**src/rtl/buf_loader.sv**
```systemverilog
// Stream loader: writes 32-bit beats into the IFM buffer, and packs 3 beats
// per entry into the four filter buffers (72-bit entries).
`ifndef W_SIZE
`define W_SIZE 8
`endif
`ifndef W_CHANNEL
`define W_CHANNEL 8
`endif
`ifndef IFM_DW
`define IFM_DW 32
`endif
`ifndef FILTER_DW
`define FILTER_DW 72
`endif
`ifndef IFM_TOTAL_BUFFER_AW
`define IFM_TOTAL_BUFFER_AW 12
`endif
`ifndef FILTER_BUFFER_AW
`define FILTER_BUFFER_AW 8
`endif

module buf_loader #(
  parameter int W_SIZE    = `W_SIZE,
  parameter int W_CHANNEL = `W_CHANNEL,
  parameter int IFM_DW    = `IFM_DW,
  parameter int FILTER_DW = `FILTER_DW,
  parameter int IFM_AW    = `IFM_TOTAL_BUFFER_AW,
  parameter int FILTER_AW = `FILTER_BUFFER_AW
) (
  input  logic                 clk,
  input  logic                 rst,
  input  logic [W_SIZE-1:0]    q_width,
  input  logic [W_SIZE-1:0]    q_height,
  input  logic [W_CHANNEL-1:0] q_channel,
  input  logic                 q_load_ifm,
  output logic                 o_load_ifm_done,
  input  logic                 q_load_filter,
  output logic                 o_load_filter_done,
  input  logic [IFM_DW-1:0]    s_data,
  input  logic                 s_valid,
  output logic                 s_ready,
  output logic                 ifm_ena,
  output logic                 ifm_wea,
  output logic [IFM_AW-1:0]    ifm_addra,
  output logic [IFM_DW-1:0]    ifm_dia,
  output logic [3:0]           fb_ena,
  output logic [3:0]           fb_wea,
  output logic [FILTER_AW-1:0] fb_addra,
  output logic [FILTER_DW-1:0] fb_dia,
  output logic                 o_busy
);
  localparam logic [2:0] S_IDLE    = 3'd0;
  localparam logic [2:0] S_IFM     = 3'd1;
  localparam logic [2:0] S_FLT     = 3'd2;
  localparam logic [2:0] S_FIN_IFM = 3'd3;
  localparam logic [2:0] S_FIN_FLT = 3'd4;
  localparam int PW = 2 * W_SIZE + W_CHANNEL;

  logic [2:0]           state_q, state_d;
  logic                 pend_ifm_q, pend_ifm_d, pend_flt_q, pend_flt_d;
  logic [W_SIZE-1:0]    lat_w_q, lat_w_d, lat_h_q, lat_h_d;
  logic [W_CHANNEL-1:0] lat_c_q, lat_c_d;
  logic [IFM_AW:0]      cnt_q, cnt_d;
  logic [1:0]           beat_q, beat_d;
  logic [W_CHANNEL-1:0] ch_q, ch_d;
  logic [1:0]           flt_q, flt_d;
  logic [63:0]          asm_q, asm_d;
  logic                 ifm_we_q, ifm_we_d;
  logic [IFM_AW-1:0]    ifm_addr_q, ifm_addr_d;
  logic [IFM_DW-1:0]    ifm_data_q, ifm_data_d;
  logic [3:0]           fb_we_q, fb_we_d;
  logic [FILTER_AW-1:0] fb_addr_q, fb_addr_d;
  logic [FILTER_DW-1:0] fb_data_q, fb_data_d;
  logic                 done_ifm_q, done_ifm_d, done_flt_q, done_flt_d;
  logic [IFM_AW:0]      n_beats;
  logic                 ifm_go, flt_go, acc;

  // Product taken at full width, then truncated to the counter width.
  assign n_beats = (IFM_AW+1)'(PW'(lat_h_q) * PW'(lat_w_q) * PW'(lat_c_q));

  assign s_ready = ((state_q == S_IFM) && (n_beats != '0)) ||
                   ((state_q == S_FLT) && (lat_c_q != '0));
  assign acc     = s_valid & s_ready;
  assign ifm_go  = q_load_ifm | pend_ifm_q;
  assign flt_go  = q_load_filter | pend_flt_q;

  always_comb begin
    state_d    = state_q;
    pend_ifm_d = ifm_go;
    pend_flt_d = flt_go;
    lat_w_d    = lat_w_q;
    lat_h_d    = lat_h_q;
    lat_c_d    = lat_c_q;
    cnt_d      = cnt_q;
    beat_d     = beat_q;
    ch_d       = ch_q;
    flt_d      = flt_q;
    asm_d      = asm_q;
    ifm_we_d   = 1'b0;
    ifm_addr_d = ifm_addr_q;
    ifm_data_d = ifm_data_q;
    fb_we_d    = 4'b0000;
    fb_addr_d  = fb_addr_q;
    fb_data_d  = fb_data_q;
    done_ifm_d = 1'b0;
    done_flt_d = 1'b0;
    case (state_q)
      S_IDLE: begin
        if (ifm_go || flt_go) begin
          lat_w_d = q_width;
          lat_h_d = q_height;
          lat_c_d = q_channel;
          cnt_d   = '0;
          beat_d  = '0;
          ch_d    = '0;
          flt_d   = '0;
        end
        if (ifm_go) begin
          state_d    = S_IFM;
          pend_ifm_d = 1'b0;
        end else if (flt_go) begin
          state_d    = S_FLT;
          pend_flt_d = 1'b0;
        end
      end
      S_IFM: begin
        if (n_beats == '0) begin
          state_d = S_FIN_IFM;
        end else if (acc) begin
          ifm_we_d   = 1'b1;
          ifm_addr_d = cnt_q[IFM_AW-1:0];
          ifm_data_d = s_data;
          cnt_d      = cnt_q + (IFM_AW+1)'(1);
          if (cnt_q == n_beats - (IFM_AW+1)'(1)) state_d = S_FIN_IFM;
        end
      end
      S_FLT: begin
        if (lat_c_q == '0) begin
          state_d = S_FIN_FLT;
        end else if (acc) begin
          case (beat_q)
            2'd0: begin
              asm_d[31:0] = s_data[31:0];
              beat_d      = 2'd1;
            end
            2'd1: begin
              asm_d[63:32] = s_data[31:0];
              beat_d       = 2'd2;
            end
            default: begin
              // Third beat completes the entry; only its low byte is kept.
              fb_we_d   = 4'b0001 << flt_q;
              fb_addr_d = FILTER_AW'(ch_q);
              fb_data_d = FILTER_DW'({s_data[7:0], asm_q});
              beat_d    = 2'd0;
              if (ch_q == lat_c_q - W_CHANNEL'(1)) begin
                ch_d  = '0;
                flt_d = flt_q + 2'd1;
                if (flt_q == 2'd3) state_d = S_FIN_FLT;
              end else begin
                ch_d = ch_q + W_CHANNEL'(1);
              end
            end
          endcase
        end
      end
      S_FIN_IFM: begin
        state_d    = S_IDLE;
        done_ifm_d = 1'b1;
      end
      S_FIN_FLT: begin
        state_d    = S_IDLE;
        done_flt_d = 1'b1;
      end
      default: state_d = S_IDLE;
    endcase
  end

  always_ff @(posedge clk) begin
    if (rst) begin
      state_q    <= S_IDLE;
      pend_ifm_q <= 1'b0;
      pend_flt_q <= 1'b0;
      lat_w_q    <= '0;
      lat_h_q    <= '0;
      lat_c_q    <= '0;
      cnt_q      <= '0;
      beat_q     <= '0;
      ch_q       <= '0;
      flt_q      <= '0;
      asm_q      <= '0;
      ifm_we_q   <= 1'b0;
      ifm_addr_q <= '0;
      ifm_data_q <= '0;
      fb_we_q    <= '0;
      fb_addr_q  <= '0;
      fb_data_q  <= '0;
      done_ifm_q <= 1'b0;
      done_flt_q <= 1'b0;
    end else begin
      state_q    <= state_d;
      pend_ifm_q <= pend_ifm_d;
      pend_flt_q <= pend_flt_d;
      lat_w_q    <= lat_w_d;
      lat_h_q    <= lat_h_d;
      lat_c_q    <= lat_c_d;
      cnt_q      <= cnt_d;
      beat_q     <= beat_d;
      ch_q       <= ch_d;
      flt_q      <= flt_d;
      asm_q      <= asm_d;
      ifm_we_q   <= ifm_we_d;
      ifm_addr_q <= ifm_addr_d;
      ifm_data_q <= ifm_data_d;
      fb_we_q    <= fb_we_d;
      fb_addr_q  <= fb_addr_d;
      fb_data_q  <= fb_data_d;
      done_ifm_q <= done_ifm_d;
      done_flt_q <= done_flt_d;
    end
  end

  assign ifm_ena            = ifm_we_q;
  assign ifm_wea            = ifm_we_q;
  assign ifm_addra          = ifm_addr_q;
  assign ifm_dia            = ifm_data_q;
  assign fb_ena             = fb_we_q;
  assign fb_wea             = fb_we_q;
  assign fb_addra           = fb_addr_q;
  assign fb_dia             = fb_data_q;
  assign o_load_ifm_done    = done_ifm_q;
  assign o_load_filter_done = done_flt_q;
  assign o_busy             = (state_q != S_IDLE);
endmodule

```
**config.mk**
```make
export PLATFORM = sky130hd
export DESIGN_NAME = buf_loader
export DESIGN_NICKNAME = d
export VERILOG_FILES = /design/src/rtl/buf_loader.sv
export SDC_FILE = /design/constraint.sdc
export NUM_CORES = 1
export LEC_CHECK = 0
export CAP_MARGIN = 20
export CORE_AREA = 2 2 143 250
export CTS_CLUSTER_DIAMETER = 120
export DETAILED_ROUTE_END_ITERATION = 8
export DIE_AREA = 0 0 145 252
export GPL_ROUTABILITY_DRIVEN = 0
export PLACE_DENSITY = 0.58
export SYNTH_ARGS = -nofsm -noshare
export SYNTH_HDL_FRONTEND = slang
export SYNTH_SLANG_ARGS = --single-unit
```
**constraint.sdc**
```tcl
create_clock -name clk -period 10.3 [get_ports clk]
set_input_delay 1.545 -clock clk [delete_from_list [all_inputs] [get_ports clk]]
set_output_delay 1.545 -clock clk [all_outputs]
set_load 0.02 [all_outputs]
```
* After elaboration in Yosys (flattened, before gate mapping) *
Index checks and enable logic that the tools add are counted.

cells by class
  eq/ne operators = 22
  shifts and indexed selects = 1
  bitwise gates (word level) = 9
  $add $sub $neg = 5
  multipliers = 2
  multiplexer cells = 36
  reductions and logical operators = 27

operator list
  operator               number
  $mux 8                 5
  $mux 13                3
  $mux 3                 10
  $pmux 13 s2            1
  $reduce_and 4->1       5
  $mul 16x8->13          1
  $mul 8x8->16           1
  $pmux 8 s2             1
  $mux 2                 7
  $add 13x1->13 const B  1
  $eq 13x13->1           1
  $logic_not 13->1       1
  $reduce_bool 13->1     1
  $sub 13x1->13 const B  1
  $ne 2x2->1 const B     6
  $pmux 2 s2             3
  $ne 3x1->1 const B     3
  $ne 3x2->1 const B     3
  $pmux 3 s3             1
  $add 8x1->8 const B    1
  $eq 8x8->1             1
  $logic_not 8->1        1
  $reduce_bool 8->1      1
  $sub 8x1->8 const B    1
  27 further kinds       42

word-level totals
  word-level logic and storage cells = 122
  output and inout port bits = 138
  register bits after elaboration = 249
  input bits = 61

* Logic depth before layout (Yosys ltp) *
Gate-level depths: netlist of the first run.

  word-level depth = 9
  mapped depth = 35
  gate-level depth less buffers = 32

* Least setup slack after synthesis of the first run *
Ideal clock, no wire load.

  path kind = register to output
  from = register lat_h_q[0]
  to = output port s_ready
  stages on the path, launching flop included = 29
  setup slack = 0.782 ns
  data required time = 8.755 ns
  arrival time = 7.973 ns
  path buffers = 2
  cells stage by stage = dfxtp_1 > clkbuf_1 > nand2_1 > fa_1 > fa_1 > fa_1 > fa_1 > inv_1 > ha_1 > buf_2 > nand3_1 > o211ai_1 > xor2_1 > nand2_1 > fa_1 > fa_1 > fa_1 > fa_1 > inv_1 > ha_1 > or2_2 > nand4_1 > a21oi_1 > a21oi_1 > xor2_1 > xnor3_1 > xor2_1 > a21oi_2 > or2_2

on the way
  cells in the longest elaborated chain, start to end = 5

RTL lines
  what                    line  RTL
  from (decl)             61    logic [W_SIZE-1:0] lat_w_q, lat_w_d, lat_h_q, lat_h_d;
  from (signal assigned)  205   lat_h_q <= lat_h_d;
  $mul 8x8->16            79    assign n_beats = (IFM_AW+1)'(PW'(lat_h_q) * PW'(lat_w_q) * PW'(lat_c_q));
  $mul 16x8->13           79
  $reduce_bool 13->1      81    assign s_ready = ((state_q == S_IFM) && (n_beats != '0)) ||
  $logic_and 1x1->1       81
  $logic_or 1x1->1        81
  to (decl)               41    output logic s_ready,

No other way between the ends.

* Worst setup path in the final report of the first run *
  from = register lat_w_q[4]
  to = output port s_ready

on the way
  cells in the longest elaborated chain, start to end = 5

RTL lines
  what                    line  RTL
  from (decl)             61
  from (signal assigned)  204   lat_w_q <= lat_w_d;
  $mul 8x8->16            79
  $mul 16x8->13           79
  $reduce_bool 13->1      81
  $logic_and 1x1->1       81
  $logic_or 1x1->1        81

No other way between the ends.

==> flow_summary.ini, run 1 <==
[die]
initial_utilization = 0.397
fp.dieH_um = 252
dieArea_mm2 = 0.0365
rows = 90
fp.dieW_um = 145
core_mm2 = 0.0343
io_pins = 199

[timing]
finalSetupViolations = 0
max_freq_mhz = 101
fin_crit_sh = 0.966
setup_tns_ns = 0
hold_viol = 0
clock_skew_ns = 0.0191
max_slew.worst_pin.slew_ns = 1.03
period_needed_ns = 9.95
max-slew-margin-rel = 0.316
slew_viol_final = 0
rsz0062_at_grt = no

[clock_tree]
cts_max_path_buffers = 3
htreeDepth = 1
cts_made_buffers = 25
numClockSinks = 249
cts_root_buf = clkbuf_16
clkLatencyLatePin_ns = 0.54
path_clk_slew_ns = 0.06
cts_tree = yes

[setup_path]
crit_arrival_ns = 8.40
r2r_slack_ns = 1.52
r2r_start = lat_w_q[4]
start_kind = flop
rr_endpoint = cnt_q[12]
cp_top_family = adder cells
r2r.worst_path.cells = 32
cpMaxStageDelayCell = fa_1
end_kind = output port
path_class = flop to output port
crit_path_max_incr_delay_ns = 0.56
cp_num_buf_inv = 6
critical_path.max_fanout = 9
crit_path_frequent_cell = fa_1
cp.required_ns = 8.76

[placed_design]
place_hpwl_um = 26600
portBuffers = 198

[hold_path]
whs_path_depth = 2
hold_end = fb_dia[19]
worstHoldPathType = flop to flop
min_from = asm_q[19]

[logic_synthesis]
syn_area_per_cell_um2 = 8.36
synth-seq-area-share = 0.366
synth_edf_count = 0
yosysTopAreaCell = dfxtp_1
syn-cell-area_mm2 = 0.0136
synth.distinct_cells = 67
synthTopCellsByArea = dfxtp_1 (37%), nand2_1 (11%), fa_1 (11%)
synth_flop_cell = dfxtp_1
ys_seq_elements = 249
synth_top_area_share = 0.366
synth-async-reset-ratio = 0
synth_warnings = 0
synth_fp_nets = 1818
syn_inst = 1630

[run_status]
status = complete, no violations

[cells_and_area]
seq_area_mm2 = 0.00501
multi_input_comb_area_mm2 = 0.00795
antenna_cells = 0
drive_gt1_frac = 0.0707
fillCellCount = 3310
nets = 1969
final_core_util = 0.493
area_growth_pct = 24.4

[power_and_ir_drop]
ir_drop_v = 0.000139
fin_total_pwr_w = 0.00344
p_leak_nw = 6.63
power_density_mw_per_mm2 = 203

[grt]
grt_pass1_vias = 11300
grt-ovfl-total = 0
antenna_found_initial = 0
grt_use_total = 0.202
grt_pass1_wl_um = 60000
grt_start_max_net_pins = 93

[drt]
ant_nets = 0
first_iter_violations = 444
drt-wirelength-per-cell_um = 16.6
num_vias = 11300
drt_pass1_iterations = 6
wirelength_um = 37400
viasPerCell = 5.00
drc_errors = 0

[flow_run]
drv_cap = 0
report_power, final:
| group | switching [W] | leakage (nW) | internal (W) |
|---|---|---|---|
| logic | 0.000805 | 4.24 | 0.000618 |
| clock network | 0.000381 | 0.373 | 0.000493 |
| registers | 0.000103 | 2.02 | 0.00104 |
| total | 0.00129 | 6.63 | 0.00216 |
synthesized netlist by cell type, types with 8 or more instances:
cell type	instances
xor2_1	17
nand3_1	20
o21ai_0	13
xnor2_1	44
clkbuf_1	90
ha_1	51
and2_1	72
nand2_1	414
mux2i_1	48
and3_1	15
nor3_1	11
a21oi_1	193
inv_1	101
nand3b_1	8
dfxtp_1	249
nor2_1	84
fa_1	76
sequential cells by signal (all words and copies together), names as in the netlist:
name / count
asm_q: 64
beat_q: 2
ch_q: 8
cnt_q: 13
fb_addra: 8
fb_dia: 72
fb_ena: 4
flt_q: 2
ifm_addra: 12
ifm_dia: 32
ifm_ena: 1
lat_c_q: 8
lat_h_q: 8
lat_w_q: 8
o_load_filter_done: 1
o_load_ifm_done: 1
pend_flt_q: 1
pend_ifm_q: 1
state_q: 3
worst min-delay path, cell delays in order (launching register included):
cell	delay [ns]
dfxtp_1	0.31
nand2_1	0.05
a21oi_1	0.05
cell families after synthesis:
kind of cell	synth area share
multiplexers	0.0353
flip-flops	0.366
AND/OR/NAND/NOR	0.218
buffers and inverters	0.0622
AO/OA/AOI/OAI	0.111
XOR/XNOR	0.0484
adder cells (fa/ha/maj)	0.159
placed cells by master, fill, tap and decap left out, types with 6 or more instances in the layout:
master           Yosys  layout
nand2_1            414     414
dfxtp_1            249     239
clkdlybuf4s50_1      0     196
a21oi_1            193     188
inv_1              101      98
nor2_1              84      84
fa_1                76      74
and2_1              72      72
mux2i_1             48      48
ha_1                51      47
xnor2_1             44      42
buf_4                5      32
clkbuf_16            0      25
nand3_1             20      19
xor2_1              17      16
and3_1              15      14
o21ai_0             13      12
nor3_1              11      10
nand3b_1             8       8
a21oi_2              3       7
nand4_1              7       7
clkbuf_1            90       7
dfxtp_4              0       7
a21o_1               6       6
or3_1                6       6
nand2b_1             7       6
worst max path at each step:
stage | end | start | slack [ns] | cells past startpoint
finish | s_ready | lat_w_q[4] | 0.35 | 28
global placement | s_ready | lat_w_q[4] | 0.10 | 26
detailed placement | s_ready | lat_w_q[3] | -0.04 | 27
CTS | s_ready | lat_w_q[6] | 0.02 | 27
global route | s_ready | lat_w_q[4] | 0.02 | 28
floorplan | s_ready | lat_h_q[0] | 0.78 | 28
metal layers:
metal / share of wire / wire length [µm] / GRT usage
met3: 0.049 / 1830 / 0.0392
met2: 0.55 / 20500 / 0.393
met5: 0 / 0 / 0
met4: 0.029 / 1090 / 0.0696
met1: 0.37 / 14000 / 0.216
final cells by class:
type	instances	share of cell area
clock buffer	35	0.0409
multi-input combinational	1173	0.469
tap	460	0.0340
clock inverter	7	0.00413
timing repair buffer	231	0.133
inverter	101	0.0224
sequential	249	0.296
repair_timing:
item,4_1_cts,5_1_grt
endpoints found under the hold margin,0,0
gates resized for setup,23,28
hold buffers,0,0
setup endpoints to repair,1,1
gates cloned,0,0
pin swaps,5,16
buffers inserted,5,4
metrics by stage:
stage	hold WS, ns	instance area [µm²]	worst slack (ns)	cells
finish	0.441	16900	0.354	2256
global route	0.460	16900	0.0196	2256
CTS	0.441	16800	0.0214	2251
detailed placement	0.443	15900	-0.0366	2204
global placement	0.436	15900	0.100	2204
floorplan	0.432	13600	0.782	1630
Note: power is estimated with default switching activity, not from simulation.
==> run 2: changes to the inputs <==
CORE_AREA = 2 2 217 165   (was 2 2 143 250)
DIE_AREA = 0 0 219 167   (was 0 0 145 252)
==> flow_summary.ini, run 2 (synthesized netlist as in run 1, its figures left out) <==
[timing]
hold_viol = 0
setup_ws_ns = 0.254
period_needed_ns = 10.05
fin_crit_sh = 0.975
max-slew-margin-rel = 0.389
max_freq_mhz = 99.5
finalSetupViolations = 0
hold_ws_ns = 0.448
max_slew.worst_pin.slew_ns = 0.917
clock_skew_ns = 0.0208
slew_viol_final = 0

[drt]
num_vias = 11300
first_iter_violations = 711
drt_pass1_iterations = 5
wirelength_um = 37000
drt-wirelength-per-cell_um = 16.4
viasPerCell = 4.98
ant_nets = 0
drc_errors = 0

[placed_design]
dp.cells = 2209
portBuffers = 198
place_hpwl_um = 25900
dpl_cell_area_mm2 = 0.0160
dp_worst_setup_slack_ns = -0.0117

[setup_path]
crit_arrival_ns = 8.50
crit_path_frequent_cell = fa_1
path_class = flop to output port
r2r_start = lat_h_q[0]
end_kind = output port
crit_start = lat_w_q[2]
start_kind = flop
critical_path.max_fanout = 9
cpMaxStageDelayCell = fa_1
crit_path_max_incr_delay_ns = 0.57
cp.required_ns = 8.76

[cells_and_area]
layout_common_cells = nand2_1 (414), dfxtp_1 (245), clkdlybuf4s50_1 (196)
drive_gt1_frac = 0.0720
final_core_util = 0.498
fin_area_mm2 = 0.0171
largest_register_ffs = 72
stdcell_count = 2263
antenna_cells = 0
nets = 1978
area_growth_pct = 25.7
mostFrequentLayoutCell = nand2_1
fillCellCount = 3349

[power_and_ir_drop]
p_leak_nw = 6.73
ir_drop_v = 0.000115
power_density_mw_per_mm2 = 209

[hold_path]
min_from = asm_q[58]
worstHoldPathType = flop to flop

[grt]
grt_use_total = 0.201
grt-ovfl-total = 0
grt_pass1_vias = 10900
antenna_found_initial = 0
grt_pass1_wl_um = 59400
grt_start_max_net_pins = 86

[die]
dieArea_mm2 = 0.0366
io_pins = 199
rows = 59
initial_utilization = 0.396
fp.dieH_um = 167
fp.dieW_um = 219
core_mm2 = 0.0344

[clock_tree]
clkLatencyLatePin_ns = 0.54
path_clk_slew_ns = 0.06
cts_tree = yes
cts_max_path_buffers = 3
cts_made_buffers = 26
ctsHoldBuffers = 0
htreeDepth = 1
cts_root_buf = clkbuf_16
numClockSinks = 249

[run_status]
status = complete, no violations

[flow_run]
drv_cap = 0
-- run 2: cell types whose count changed in the layout (fill, tap and decap cells not counted), sizes merged --
cell / previous run / this run
bufinv: 1 / 3
inv: 102 / 101
buf: 35 / 43
clkinvlp: 1 / 0
clkinv: 4 / 2
clkbuf: 35 / 39
-- run 2: area by class of cell --
type / instances / area (µm²) / share of cell area
multi-input combinational: 1173 / 7980 / 0.466
sequential: 249 / 4990 / 0.291
timing repair buffer: 239 / 2330 / 0.136
clock buffer: 39 / 771 / 0.0450
tap: 457 / 572 / 0.0334
inverter: 101 / 379 / 0.0221
clock inverter: 5 / 104 / 0.00606
-- run 2: worst paths after layout --
kind / slack [ns] / end / cells after the start
max reg2reg: 1.36 / state_q[1] / 31
min reg2reg: 0.45 / fb_dia[58] / 2
min: 0.45 / fb_dia[58] / 2
max: 0.25 / s_ready / 28
-- run 2: report_power, final --
group	switching [W]	internal, W	leakage [nW]	total [W]
sequential	0.0000979	0.00104	2.01	0.00114
clock	0.000382	0.000587	0.427	0.000969
combinational	0.000840	0.000636	4.29	0.00148
-- run 2: per-stage QoR --
stage,total power [W],TNS (ns)
after floorplan,0.00210,0
after global placement,0.00251,0
after detailed placement,0.00253,-0.0117
after CTS,0.00355,0
after global routing,0.00383,-0.0352
final,0.00359,0
-- run 2: worst max-delay path, delay by kind of cell (launching register included) --
family                     cells  cell delay (ns)
adders and majority gates     10             4.73
xor gates and xnor gates       4             0.95
buffers and inverters          3             0.28
and+or+nand+nor                6             0.99
DFF                            1             0.43
AOI/OAI and AO/OA              5             0.58
-- run 2: repair_timing --
| item | 4_1_cts | 5_1_grt |
|---|---|---|
| buffers inserted | 2 | 6 |
| pin swaps | 5 | 15 |
| gates cloned | 0 | 0 |
| resized for setup | 16 | 24 |
| setup endpoints to repair | 1 | 1 |
-- run 2: layer usage --
layer	global-route usage	part of all wire	vias up
li1	-	-	5618
met1	0.290	0.49	5401
met2	0.314	0.44	206
met3	0.0338	0.045	47
met4	0.0438	0.021	0
met5	0	0	-
